$ cat config.mk
export PLATFORM = sky130hd
export DESIGN_NAME = vmask_gen
export DESIGN_NICKNAME = d
export VERILOG_FILES = /design/src/rtl/vmask_gen_pkg.sv /design/src/rtl/vmask_expand.sv /design/src/rtl/vmask_gen.sv
export SDC_FILE = /design/constraint.sdc
export NUM_CORES = 1
export LEC_CHECK = 0
export BUFFER_PORTS_ARGS = -buffer_cell sky130_fd_sc_hd__buf_2
export CORE_MARGIN = 2
export CORE_UTILIZATION = 44
export CTS_CLUSTER_DIAMETER = 30
export CTS_CLUSTER_SIZE = 12
export DETAILED_ROUTE_END_ITERATION = 10
export MAX_ROUTING_LAYER = met4
export PLACE_DENSITY = 0.67
export SLEW_MARGIN = 20
export SYNTH_ARGS = -nofsm -noshare
export SYNTH_HDL_FRONTEND = slang
export SYNTH_SLANG_ARGS = --single-unit
$ cat constraint.sdc
create_clock -name clk -period 3.1 [get_ports clk]
set_clock_uncertainty 0.2 [all_clocks]
set_input_delay 0.465 -clock clk [delete_from_list [all_inputs] [get_ports clk]]
set_output_delay 0.465 -clock clk [all_outputs]
set_load 0.02 [all_outputs]
$ cat src/rtl/vmask_gen_pkg.sv
// Shared vALU definitions for the byte-lane mask generator: element-width codes,
// controller states and the elements-per-beat lookup.
package vmask_gen_pkg;

    typedef enum logic [1:0] {
        SEW_8  = 2'd0,
        SEW_16 = 2'd1,
        SEW_32 = 2'd2,
        SEW_64 = 2'd3
    } sew_e;

    typedef enum logic {
        IDLE = 1'b0,
        RUN  = 1'b1
    } state_e;

    // Elements carried by one beat: the beat's byte lanes divided by the element size.
    function automatic int elems_per_beat(input int lanes, input logic [1:0] sew);
        return lanes >> sew;
    endfunction

endpackage

$ cat src/rtl/vmask_expand.sv
// Combinational fan-out of per-element enables onto byte lanes; each enabled
// element k drives lanes k*2^sew .. (k+1)*2^sew-1.
module vmask_expand
    import vmask_gen_pkg::*;
#(
    parameter int LANES = 8
) (
    input  logic [LANES-1:0] elem_en,
    input  sew_e             sew,
    output logic [LANES-1:0] lane_en
);

    always_comb begin
        lane_en = '0;
        for (int j = 0; j < LANES; j++) begin
            unique case (sew)
                SEW_8:   lane_en[j] = elem_en[j];
                SEW_16:  lane_en[j] = elem_en[j / 2];
                SEW_32:  lane_en[j] = elem_en[j / 4];
                SEW_64:  lane_en[j] = elem_en[j / 8];
            endcase
        end
    end

endmodule

$ cat src/rtl/vmask_gen.sv
// Vector mask sequencer: accepts (vl, sew, vm) and emits one registered
// byte-lane enable mask per beat until vl elements have been covered.
module vmask_gen
    import vmask_gen_pkg::*;
#(
    parameter int DATA_WIDTH = 64,
    parameter int SEW_WIDTH  = 2,
    parameter int VL_WIDTH   = 11
) (
    input  logic                    clk,
    input  logic                    rst,
    input  logic                    in_req_valid,
    output logic                    in_req_ready,
    input  logic [VL_WIDTH-1:0]     in_vl,
    input  logic [SEW_WIDTH-1:0]    in_sew,
    input  logic                    in_vm,
    input  logic [DATA_WIDTH/8-1:0] in_v0,
    input  logic                    in_v0_valid,
    output logic                    in_v0_ready,
    output logic [DATA_WIDTH/8-1:0] out_m0,
    output logic                    out_valid,
    output logic                    out_start,
    output logic                    out_end
);

    localparam int LANES = DATA_WIDTH / 8;
    localparam int CW    = VL_WIDTH + 1;

    state_e                state;
    logic [VL_WIDTH-1:0]   vl_q;
    logic [SEW_WIDTH-1:0]  sew_q;
    logic                  vm_q;
    logic [CW-1:0]         idx;

    logic [CW-1:0]         vl_ext;
    logic [CW-1:0]         e_beat;
    logic [CW-1:0]         idx_next;
    logic                  is_last;
    logic                  fire;
    logic [LANES-1:0]      elem_en;
    logic [LANES-1:0]      lane_en;

    assign in_req_ready = (state == IDLE);

    // One extra counter bit keeps idx+E from wrapping at the largest vl.
    always_comb begin
        vl_ext   = {1'b0, vl_q};
        e_beat   = CW'(elems_per_beat(LANES, sew_q[1:0]));
        idx_next = idx + e_beat;
        is_last  = (idx_next >= vl_ext);
        fire     = (state == RUN) && (vm_q || in_v0_valid || (vl_q == '0));
        elem_en  = '0;
        for (int k = 0; k < LANES; k++) begin
            elem_en[k] = ((idx + CW'(k)) < vl_ext) && (vm_q || in_v0[k]);
        end
    end

    vmask_expand #(
        .LANES (LANES)
    ) u_expand (
        .elem_en (elem_en),
        .sew     (sew_e'(sew_q[1:0])),
        .lane_en (lane_en)
    );

    always_ff @(posedge clk or negedge rst) begin
        if (!rst) begin
            state       <= IDLE;
            idx         <= '0;
            vl_q        <= '0;
            sew_q       <= '0;
            vm_q        <= 1'b0;
            out_valid   <= 1'b0;
            out_start   <= 1'b0;
            out_end     <= 1'b0;
            out_m0      <= '0;
            in_v0_ready <= 1'b0;
        end else begin
            out_valid   <= fire;
            in_v0_ready <= fire && !vm_q;
            out_start   <= fire && (idx == '0);
            out_end     <= fire && is_last;
            out_m0      <= fire ? lane_en : '0;

            case (state)
                IDLE: begin
                    if (in_req_valid) begin
                        vl_q  <= in_vl;
                        sew_q <= in_sew;
                        vm_q  <= in_vm;
                        idx   <= '0;
                        state <= RUN;
                    end
                end
                RUN: begin
                    if (fire) begin
                        idx <= idx_next;
                        if (is_last) begin
                            state <= IDLE;
                        end
                    end
                end
                default: state <= IDLE;
            endcase
        end
    end

endmodule

### Word level (Yosys, flattened, before mapping)

Index checks and enable logic that the tools add are counted.

| word-level totals | value |
|---|---|
| input bits | 26 |
| memories kept | 0 |
| latch bits | 0 |
| register bits | 39 |
| memory bits (writable) | 0 |
| output and inout bits | 13 |
| ROM bits | 0 |

| cells by class | value |
|---|---|
| reduce and logical (&&, ||, !) cells | 31 |
| equal/unequal tests | 5 |
| $add $sub $neg | 8 |
| multipliers | 0 |
| div/mod/pow operators | 0 |
| shift operators | 1 |
| mux-type cells | 16 |
| bitwise operators | 1 |
| order comparisons | 9 |

Operators with widths:

| cell | count |
|---|---|
| less-than comparator 12 x 11 -> 1 bit | 8 |
| adder 12 x 3 -> 12 bit, second input constant | 4 |
| adder 12 x 2 -> 12 bit, second input constant | 2 |
| two-way mux 12 bit | 2 |
| case mux 12 bit (2 select lines) | 1 |
| case mux 1 bit (4 select lines) | 4 |
| adder 12 x 1 -> 12 bit, second input constant | 1 |
| adder 12 bit | 1 |
| greater-or-equal comparator 12 x 11 -> 1 bit | 1 |
| logical AND 1 bit | 12 |
| logical NOT 12 bit | 1 |
| >> shifter 4 x 2 -> 12 bit, first input constant | 1 |
| logical NOT 11 bit | 1 |
| logical OR 1 bit | 10 |
| two-way mux 8 bit | 1 |
| case mux 1 bit (3 select lines) | 2 |
| equality test 2 bit, second input constant | 2 |
| two-way mux 1 bit | 4 |
| case mux 1 bit (2 select lines) | 2 |
| AND reduction 2 bit | 2 |
| OR reduction 4 bit | 1 |
| OR reduction 3 bit | 1 |
| equality test 2 x 1 -> 1 bit, second input constant | 1 |
| logical NOT 2 bit | 1 |
| other kinds (5) | 5 |

### Logic depth before layout (Yosys ltp)

Gate-level depths: netlist of run 1.

| logic depth | value |
|---|---|
| depth after elaboration | 6 |
| depth in mapped cells | 16 |

### Hierarchy

From an unflattened synthesis of run 1, not the netlist that was laid out.

| second synthesis, totals | value |
|---|---|
| cells, all modules | 590 |
| area, all modules | 4978.5 um^2 |

By module, submodules not included:

| module | instances | cells each | area each (um^2) |
|---|---|---|---|
| vmask_gen | 1 | 576 | 4820.9 |
| vmask_expand | 1 | 14 | 157.7 |

### Worst setup path before layout of run 1

Ideal clock, no wire load.

| path | value |
|---|---|
| path kind | register to register |
| from | reg sew_q[1] |
| to | reg out_end |
| period minus slack after synthesis | 3.420 ns |
| arrival time | 3.101 ns |
| setup slack | -0.320 ns |
| setup time | 0.119 ns |
| buffers on the path | 1 |
| stages on the path, launching flop included | 16 |
| cells stage by stage | dfrtp_1 > clkbuf_1 > or2_2 > inv_1 > ha_1 > nand3_1 > o211ai_2 > nor2b_1 > nand2_1 > xnor2_1 > ha_1 > a211o_1 > a21oi_1 > o31ai_1 > a311o_1 > and2_1 |

| on the way | value |
|---|---|
| cells in the longest elaborated chain, start to end | 4 |

Ends and longest elaborated chain:

| item | RTL line | source |
|---|---|---|
| from (decl) | vmask_gen.sv:31 | `logic [SEW_WIDTH-1:0] sew_q;` |
| from (signal assigned) | vmask_gen.sv:89 | `sew_q <= in_sew;` |
| >> shifter 4 x 2 -> 12 bit | vmask_gen_pkg.sv:19 | `return lanes >> sew;` |
| adder 12 bit | vmask_gen.sv:49 | `idx_next = idx + e_beat;` |
| greater-or-equal comparator 12 x 11 -> 1 bit | vmask_gen.sv:50 | `is_last = (idx_next >= vl_ext);` |
| logical AND 1 bit | vmask_gen.sv:82 | `out_end <= fire && is_last;` |
| to (signal assigned) | vmask_gen.sv:82 |  |
| to (decl) | vmask_gen.sv:23 | `output logic out_end` |

Every way passes these cells.
A chain may end at the register's enable or synchronous reset.

### Worst setup path after layout of run 1

| path | value |
|---|---|
| from | reg sew_q[0] |
| to | reg out_end |

Same word-level chain as after synthesis.

==> summary.txt, run 1 <==
net total in the final layout: 827
filler cell count: 994
leakage power: 0.00330 µW
total area of sequential cells: 982 µm²
Initial DRC Count: 380
total power after layout: 6410 µW
met2 Track Usage GR: 0.430
net load switching power: 3220 µW
headroom to the max-slew limit: 0.378
part of the Yosys area used for sequential elements: 0.195
pre-CTS setup slack: -0.171 ns
antenna cells: 0
number of warnings issued by yosys: 0
Worst-Skew Late Latency: 0.28 ns
grt met1 use: 0.342
Yosys cell types: 59
CTS root buf: sky130_fd_sc_hd__clkbuf_16
aggregate routed wire length: 15600 µm
max-capacitance violation count: 0
vias in the first global route: 4785
Via density: 5.70
Power Density: 1030 mW/mm²
Initial Util: 0.456
dominant cells by area after synthesis: sky130_fd_sc_hd__ha_1, sky130_fd_sc_hd__dfrtp_1, sky130_fd_sc_hd__xor2_1
number of detailed-route iterations in the first pass: 4
CTS tree: done
H-tree depth: 2
Core Box Area: 0.0110 mm²
Simple-Gate Fraction of Synth Area: 0.192
number of instances in the synthesized netlist: 593
#FFs+latches synth: 39
unrepaired setup endpoints after global routing: yes
clock network fraction of design power: 0.079
All-Layer GR Usage: 0.261
combinational power share: 0.777
fraction of synthesized cell area taken by the top area cell type: 0.255
total vias in the final route: 4786
result of the run: finished, violations left
core occupancy in the finished layout: 0.568
list of cells traversed by the critical path: and2b_2 -> ha_4 -> nand3_4 -> o211ai_4 -> nor2b_4 -> nand2_2 -> xnor2_2 -> ha_1 -> a211o_1 -> a21oi_2 -> o31ai_1 -> a311o_1 -> and2_1
placed wire-length estimate after detailed placement: 12200 µm
largest net degree at the start of global routing: 40
Hold WC Path Type: input pin to async pin
IO Count: 39
most used standard cell by instance count after synthesis: sky130_fd_sc_hd__ha_1
Max stage delay cell, worst path: sky130_fd_sc_hd__dfrtp_2
largest family of logic cells by synthesized area: adder cells
path type of the worst setup path: flop to flop
floorplan die area: 0.0123 mm²
buffer and inverter count on the worst path: 0
clock transition time at the flip-flop clock pins of the worst setup and hold paths: 0.06 ns
number of pins exceeding their max-slew limit in the final report: 0
area grow syn2layout: 24.4%
fraction of final layout cells sized beyond drive strength 1: 0.256
share of synthesized registers carrying an async set or reset: 1.00
violations in the final reports: negative setup slack
area of the mapped netlist: 0.00501 mm²
crit-path max cell delay: 0.45 ns
final setup margin: -0.0702 ns
Die X-Extent: 111 µm
Max rail drop VDD: 495 µV
highest fanout seen on the critical path: 6
count of unresolved DRC violations after routing: 0
gpl congestion: 0.971
sum of overflow across all layers after global routing: 0
post-synthesis mux area share: 0
most congested layer reported by global routing: met2
Post-synth EDFFs: 0
TritonCTS Buffers: 5
cell class contributing the biggest share of worst-path delay: compound AO/OA/AOI/OAI gates
Top FF cell, synth: sky130_fd_sc_hd__dfrtp_1
average wire per standard cell: 18.6 µm
Int Power: 3190 µW
Placed Cells: 824
final cell count without fillers: 839
Worst EP arrival: 3.15 ns
post-synthesis net count: 722
Final period util: 1.02
number of sinks driven by the clock tree: 39
area of the multi-input gates: 0.00399 mm²
number of buffers on the longest clock path: 2
library cell with the largest summed area after synthesis: sky130_fd_sc_hd__ha_1
share of the synthesized area in compound gates (AO/OA/AOI/OAI): 0.183
share of synthesized cell area in full adder, half adder and majority cells: 0.259
global routing usage on met3: 0.0394
startpoint type of the worst setup path: flop
critical path data required time: 3.08 ns
first-pass GRT wire length: 25100 µm
die span in y: 111 µm
Rows: 38
Post-Syn Area per Cell: 8.45 µm²
fmax: 315 MHz
area share of xor/xnor cells in the synthesized design: 0.128
transition time of the tightest slew-check pin: 0.933 ns
cell types with the highest counts after synthesis: sky130_fd_sc_hd__ha_1, sky130_fd_sc_hd__nor2_1, sky130_fd_sc_hd__nand2_1
sort of element at the end of the critical path: flop
number of buffers inserted by port buffering: 38
initial antenna violation count: 0
count of nets left with antenna violations after detail routing: 0
sequential group share of total power: 0.143
switching power share of the total: 0.502
min cycle time layout: 3.17 ns
Finish-stage setup viols: 4
Hold Fails Final Rpt: 0
[layout by cell type (no fill, tap or decap), types with 5 or more instances in the layout]
master / instances
sky130_fd_sc_hd__o21ai_0: 33
sky130_fd_sc_hd__nand2b_1: 5
sky130_fd_sc_hd__nand4_1: 10
sky130_fd_sc_hd__dfrtp_2: 5
sky130_fd_sc_hd__nor3_1: 13
sky130_fd_sc_hd__xnor2_1: 28
sky130_fd_sc_hd__a211oi_1: 7
sky130_fd_sc_hd__nand3_1: 15
sky130_fd_sc_hd__ha_1: 94
sky130_fd_sc_hd__dfrtp_1: 34
sky130_fd_sc_hd__a21oi_1: 24
sky130_fd_sc_hd__a211o_1: 6
sky130_fd_sc_hd__xor2_1: 43
sky130_fd_sc_hd__nor2_1: 55
sky130_fd_sc_hd__clkbuf_16: 5
sky130_fd_sc_hd__o21a_1: 8
sky130_fd_sc_hd__nand2_1: 47
sky130_fd_sc_hd__inv_1: 27
sky130_fd_sc_hd__buf_2: 38
sky130_fd_sc_hd__buf_4: 79
sky130_fd_sc_hd__o31ai_1: 8
sky130_fd_sc_hd__nand2_2: 5
sky130_fd_sc_hd__and2_1: 5
sky130_fd_sc_hd__a21o_1: 17
[kinds of logic (layout without fill, tap and decap cells)]
group | after synthesis | count (layout)
AND/OR/NAND/NOR | 190 | 190
AO/OA/AOI/OAI | 135 | 135
adder cells (fa/ha/maj) | 103 | 103
XOR/XNOR | 73 | 73
buffers and inverters | 53 | 159
flip-flops | 39 | 39
[path summary, 6_finish.rpt]
check / startpoint / slack, ns / endpoint / cells after the start
max: sew_q[0]$_DFFE_PN0P_ / -0.07 / out_end$_DFF_PN0_ / 13
min: rst / 0.12 / vl_q[10]$_DFFE_PN0P_ / 1
max reg2reg: sew_q[0]$_DFFE_PN0P_ / -0.07 / out_end$_DFF_PN0_ / 13
min reg2reg: state$_DFF_PN0_ / 0.43 / state$_DFF_PN0_ / 2
max in group asynchronous: rst / 1.94 / sew_q[0]$_DFFE_PN0P_ / 1
min in group clk: in_sew[1] / 0.17 / sew_q[1]$_DFFE_PN0P_ / 3
[power groups by stage]
| stage | Clock (µW) | Sequential (µW) | Combinational [µW] |
|---|---|---|---|
| global placement | 0 | 914 | 4470 |
| detailed placement | 0 | 919 | 4600 |
| floorplan | 0 | 974 | 2840 |
| finish | 509 | 918 | 4980 |
| global route | 534 | 947 | 5440 |
| CTS | 517 | 919 | 4800 |
[through the flow]
stage	TNS, ns	instance area (µm²)	hold WS (ns)
finish	-0.162	6230	0.120
CTS	-0.171	6170	0.149
detailed placement	-0.863	5900	0.379
global placement	-0.793	5900	0.382
global route	-1.24	6230	0.192
floorplan	-0.0596	5080	-0.0306
[registers in the layout (all words and copies together) (netlist names)]
| signal | count |
|---|---|
| in_v0_ready | 1 |
| out_start | 1 |
| out_valid | 1 |
| sew_q | 2 |
| vm_q | 1 |
| state | 1 |
| idx | 12 |
| out_end | 1 |
| vl_q | 11 |
| out_m0 | 8 |
[area by class of cell]
type	instances	area share
inverters	30	0.0193
well taps	140	0.0281
flip-flops and latches	39	0.158
multi-input cells	501	0.640
repair buffers	121	0.133
clock buffers	7	0.0213
clock inverters	1	0.000803
[routing by layer]
metal	up-vias	wire length [µm]
met4	0	276
met1	2297	6920
met3	30	967
li1	2317	-
met5	-	0
met2	142	7470
[repair_timing]
action                                  in CTS  in global routing
endpoints found under the setup margin       9                  9
pin swaps                                   13                  5
hold buffers                                 0                  0
endpoints found under the hold margin        0                  0
resized for setup                           25                 14
setup buffers                                5                  2
No activity file was read; power rests on OpenSTA's default activity.
==> run 2, diff against run 1 <==
--- a/config.mk
+++ b/config.mk
@@ -6,7 +6,7 @@
 export NUM_CORES = 1
 export LEC_CHECK = 0
 export BUFFER_PORTS_ARGS = -buffer_cell sky130_fd_sc_hd__buf_2
-export CORE_MARGIN = 2
+export CORE_MARGIN = 3
 export CORE_UTILIZATION = 44
 export CTS_CLUSTER_DIAMETER = 30
 export CTS_CLUSTER_SIZE = 12
==> constraint.sdc (replaced) <==
create_clock -name clk -period 3.1 [get_ports clk]
set_clock_uncertainty 0.2 [all_clocks]
set_input_delay 0.465 -clock clk [delete_from_list [all_inputs] [get_ports clk]]
set_output_delay 0.465 -clock clk [all_outputs]
set_load 0.005 [all_outputs]
==> summary.txt, run 2 (synthesis gave the netlist of run 1 again) <==
area grow syn2layout: 30.5%
total power after layout: 6740 µW
startpoint type of the worst setup path: flop
flop-to-flop setup slack: -0.09 ns
Core Box Area: 0.0110 mm²
aggregate routed wire length: 16300 µm
count of hold-fix buffers inserted at cts: 0
sort of element at the end of the critical path: flop
antenna cells: 0
Hold Fails Final Rpt: 0
Worst-Skew Late Latency: 0.28 ns
Initial DRC Count: 356
CTS tree: done
number of buffers on the longest clock path: 2
Power Density: 1030 mW/mm²
total vias in the final route: 4966
number of buffers inserted by port buffering: 38
vias in the first global route: 4868
sum of overflow across all layers after global routing: 0
Hold WC Path Type: input pin to async pin
most frequent cells in the layout: sky130_fd_sc_hd__ha_1, sky130_fd_sc_hd__buf_4, sky130_fd_sc_hd__nor2_1
initial antenna violation count: 0
TritonCTS Buffers: 5
first-pass GRT wire length: 25400 µm
Final period util: 1.03
violations in the final reports: negative setup slack
average wire per standard cell: 19.4 µm
registers with the highest flip-flop counts: idx: 12 flops, vl_q: 11 flops, out_m0: 8 flops
Post-Route Setup TNS: -0.164 ns
most congested layer reported by global routing: met2
die span in y: 113 µm
final setup margin: -0.0950 ns
number of detailed-route iterations in the first pass: 5
worst-case reg-to-reg path depth: 13
floorplan die area: 0.0127 mm²
result of the run: finished, violations left
most flop-heavy register: idx
highest fanout seen on the critical path: 5
number of sinks driven by the clock tree: 39
leakage power: 0.00341 µW
All-Layer GR Usage: 0.259
min cycle time layout: 3.19 ns
transition time of the tightest slew-check pin: 0.939 ns
H-tree depth: 2
count of nets left with antenna violations after detail routing: 0
Die X-Extent: 113 µm
largest net degree at the start of global routing: 40
filler cell count: 932
gpl congestion: 0.959
core occupancy in the finished layout: 0.595
Worst EP arrival: 3.17 ns
headroom to the max-slew limit: 0.374
grt met1 use: 0.346
flip-flop count of the largest register, all copies and words added: 12
reg-to-reg startpoint: sew_q[0]$_DFFE_PN0P_
net total in the final layout: 832
number of pins exceeding their max-slew limit in the final report: 0
Via density: 5.88
placed wire-length estimate after detailed placement: 12200 µm
fmax: 313 MHz
Finish-stage setup viols: 3
Initial Util: 0.456
met2 Track Usage GR: 0.411
pre-CTS setup slack: -0.175 ns
CTS root buf: sky130_fd_sc_hd__clkbuf_16
Max rail drop VDD: 465 µV
critical path data required time: 3.08 ns
unrepaired setup endpoints after global routing: yes
terminus of the critical flop-to-flop path: out_end$_DFF_PN0_
tightest hold margin: 0.116 ns
count of unresolved DRC violations after routing: 0
Rows: 38
fraction of final layout cells sized beyond drive strength 1: 0.314
leading cell type in the layout, fill and taps excluded: sky130_fd_sc_hd__ha_1
IO Count: 39
path type of the worst setup path: flop to flop
clock transition time at the flip-flop clock pins of the worst setup and hold paths: 0.06 ns
max-capacitance violation count: 0
global routing usage on met3: 0.0332
-- run 2: cell count changes in the layout (fill, tap and decap cells not counted), moves of 3 or more --
cell | before | now
sky130_fd_sc_hd__ha_4 | 4 | 7
sky130_fd_sc_hd__buf_8 | 0 | 4
sky130_fd_sc_hd__dfrtp_2 | 5 | 8
sky130_fd_sc_hd__a21oi_2 | 3 | 8
sky130_fd_sc_hd__a21oi_1 | 24 | 17
sky130_fd_sc_hd__nand2_4 | 0 | 3
sky130_fd_sc_hd__nor2_1 | 55 | 52
sky130_fd_sc_hd__nor2_2 | 2 | 5
sky130_fd_sc_hd__dfrtp_1 | 34 | 31
-- run 2: final cells by class --
| cell class | instances | area, µm² | share of cell area |
|---|---|---|---|
| clock buffer | 7 | 153 | 0.0233 |
| clock inverter | 1 | 7.51 | 0.00115 |
| inverter | 30 | 123 | 0.0188 |
| multi-input combinational | 501 | 4180 | 0.639 |
| sequential | 39 | 986 | 0.151 |
| tap | 140 | 175 | 0.0268 |
| timing repair buffer | 126 | 916 | 0.140 |
-- run 2: repair_timing --
| item | 4_1_cts | 5_1_grt |
|---|---|---|
| buffers inserted | 2 | 14 |
| gates cloned | 0 | 0 |
| pin swaps | 16 | 25 |
| setup endpoints to repair | 9 | 9 |
| resized for setup | 27 | 70 |
| hold endpoints to repair | 0 | 0 |
-- run 2: report_power, final --
part | internal [µW] | switching, µW | total (µW)
clock network | 343 | 220 | 563
registers | 727 | 199 | 926
logic | 2350 | 2900 | 5250
total | 3420 | 3320 | 6740
-- run 2: layer usage --
metal / vias to the layer above / wire length [µm] / part of all wire
li1: 2323 / - / -
met1: 2390 / 7050 / 0.43
met2: 211 / 7710 / 0.47
met3: 42 / 1210 / 0.074
met4: 0 / 372 / 0.023
met5: - / 0 / 0
-- run 2: worst max path at each step --
stage	end	slack, ns	start
after floorplan	out_end$_DFF_PN0_	-0.06	sew_q[1]$_DFFE_PN0P_
after global placement	out_end$_DFF_PN0_	-0.12	sew_q[0]$_DFFE_PN0P_
after detailed placement	out_end$_DFF_PN0_	-0.17	sew_q[0]$_DFFE_PN0P_
after CTS	out_end$_DFF_PN0_	-0.12	sew_q[1]$_DFFE_PN0P_
after global routing	out_end$_DFF_PN0_	-0.21	sew_q[1]$_DFFE_PN0P_
final	out_end$_DFF_PN0_	-0.09	sew_q[0]$_DFFE_PN0P_
-- run 2: critical path, stage by stage (launching register included) --
cell                       delay, ns
sky130_fd_sc_hd__dfrtp_2        0.43
sky130_fd_sc_hd__and2b_2        0.24
sky130_fd_sc_hd__ha_4           0.29
sky130_fd_sc_hd__nand3_4        0.07
sky130_fd_sc_hd__o211ai_4       0.23
sky130_fd_sc_hd__nor2b_4        0.21
sky130_fd_sc_hd__nand2_2        0.07
sky130_fd_sc_hd__xnor2_2        0.14
sky130_fd_sc_hd__ha_1           0.30
sky130_fd_sc_hd__a211o_1        0.27
sky130_fd_sc_hd__a21oi_2        0.11
sky130_fd_sc_hd__o31ai_1        0.09
sky130_fd_sc_hd__a311o_1        0.30
sky130_fd_sc_hd__and2_1         0.14
-- run 2: through the flow --
| step | instance area, µm² | cells |
|---|---|---|
| after floorplan | 5080 | 593 |
| after global placement | 5890 | 822 |
| after detailed placement | 5890 | 822 |
| after CTS | 6160 | 831 |
| after global routing | 6540 | 844 |
| final | 6540 | 844 |
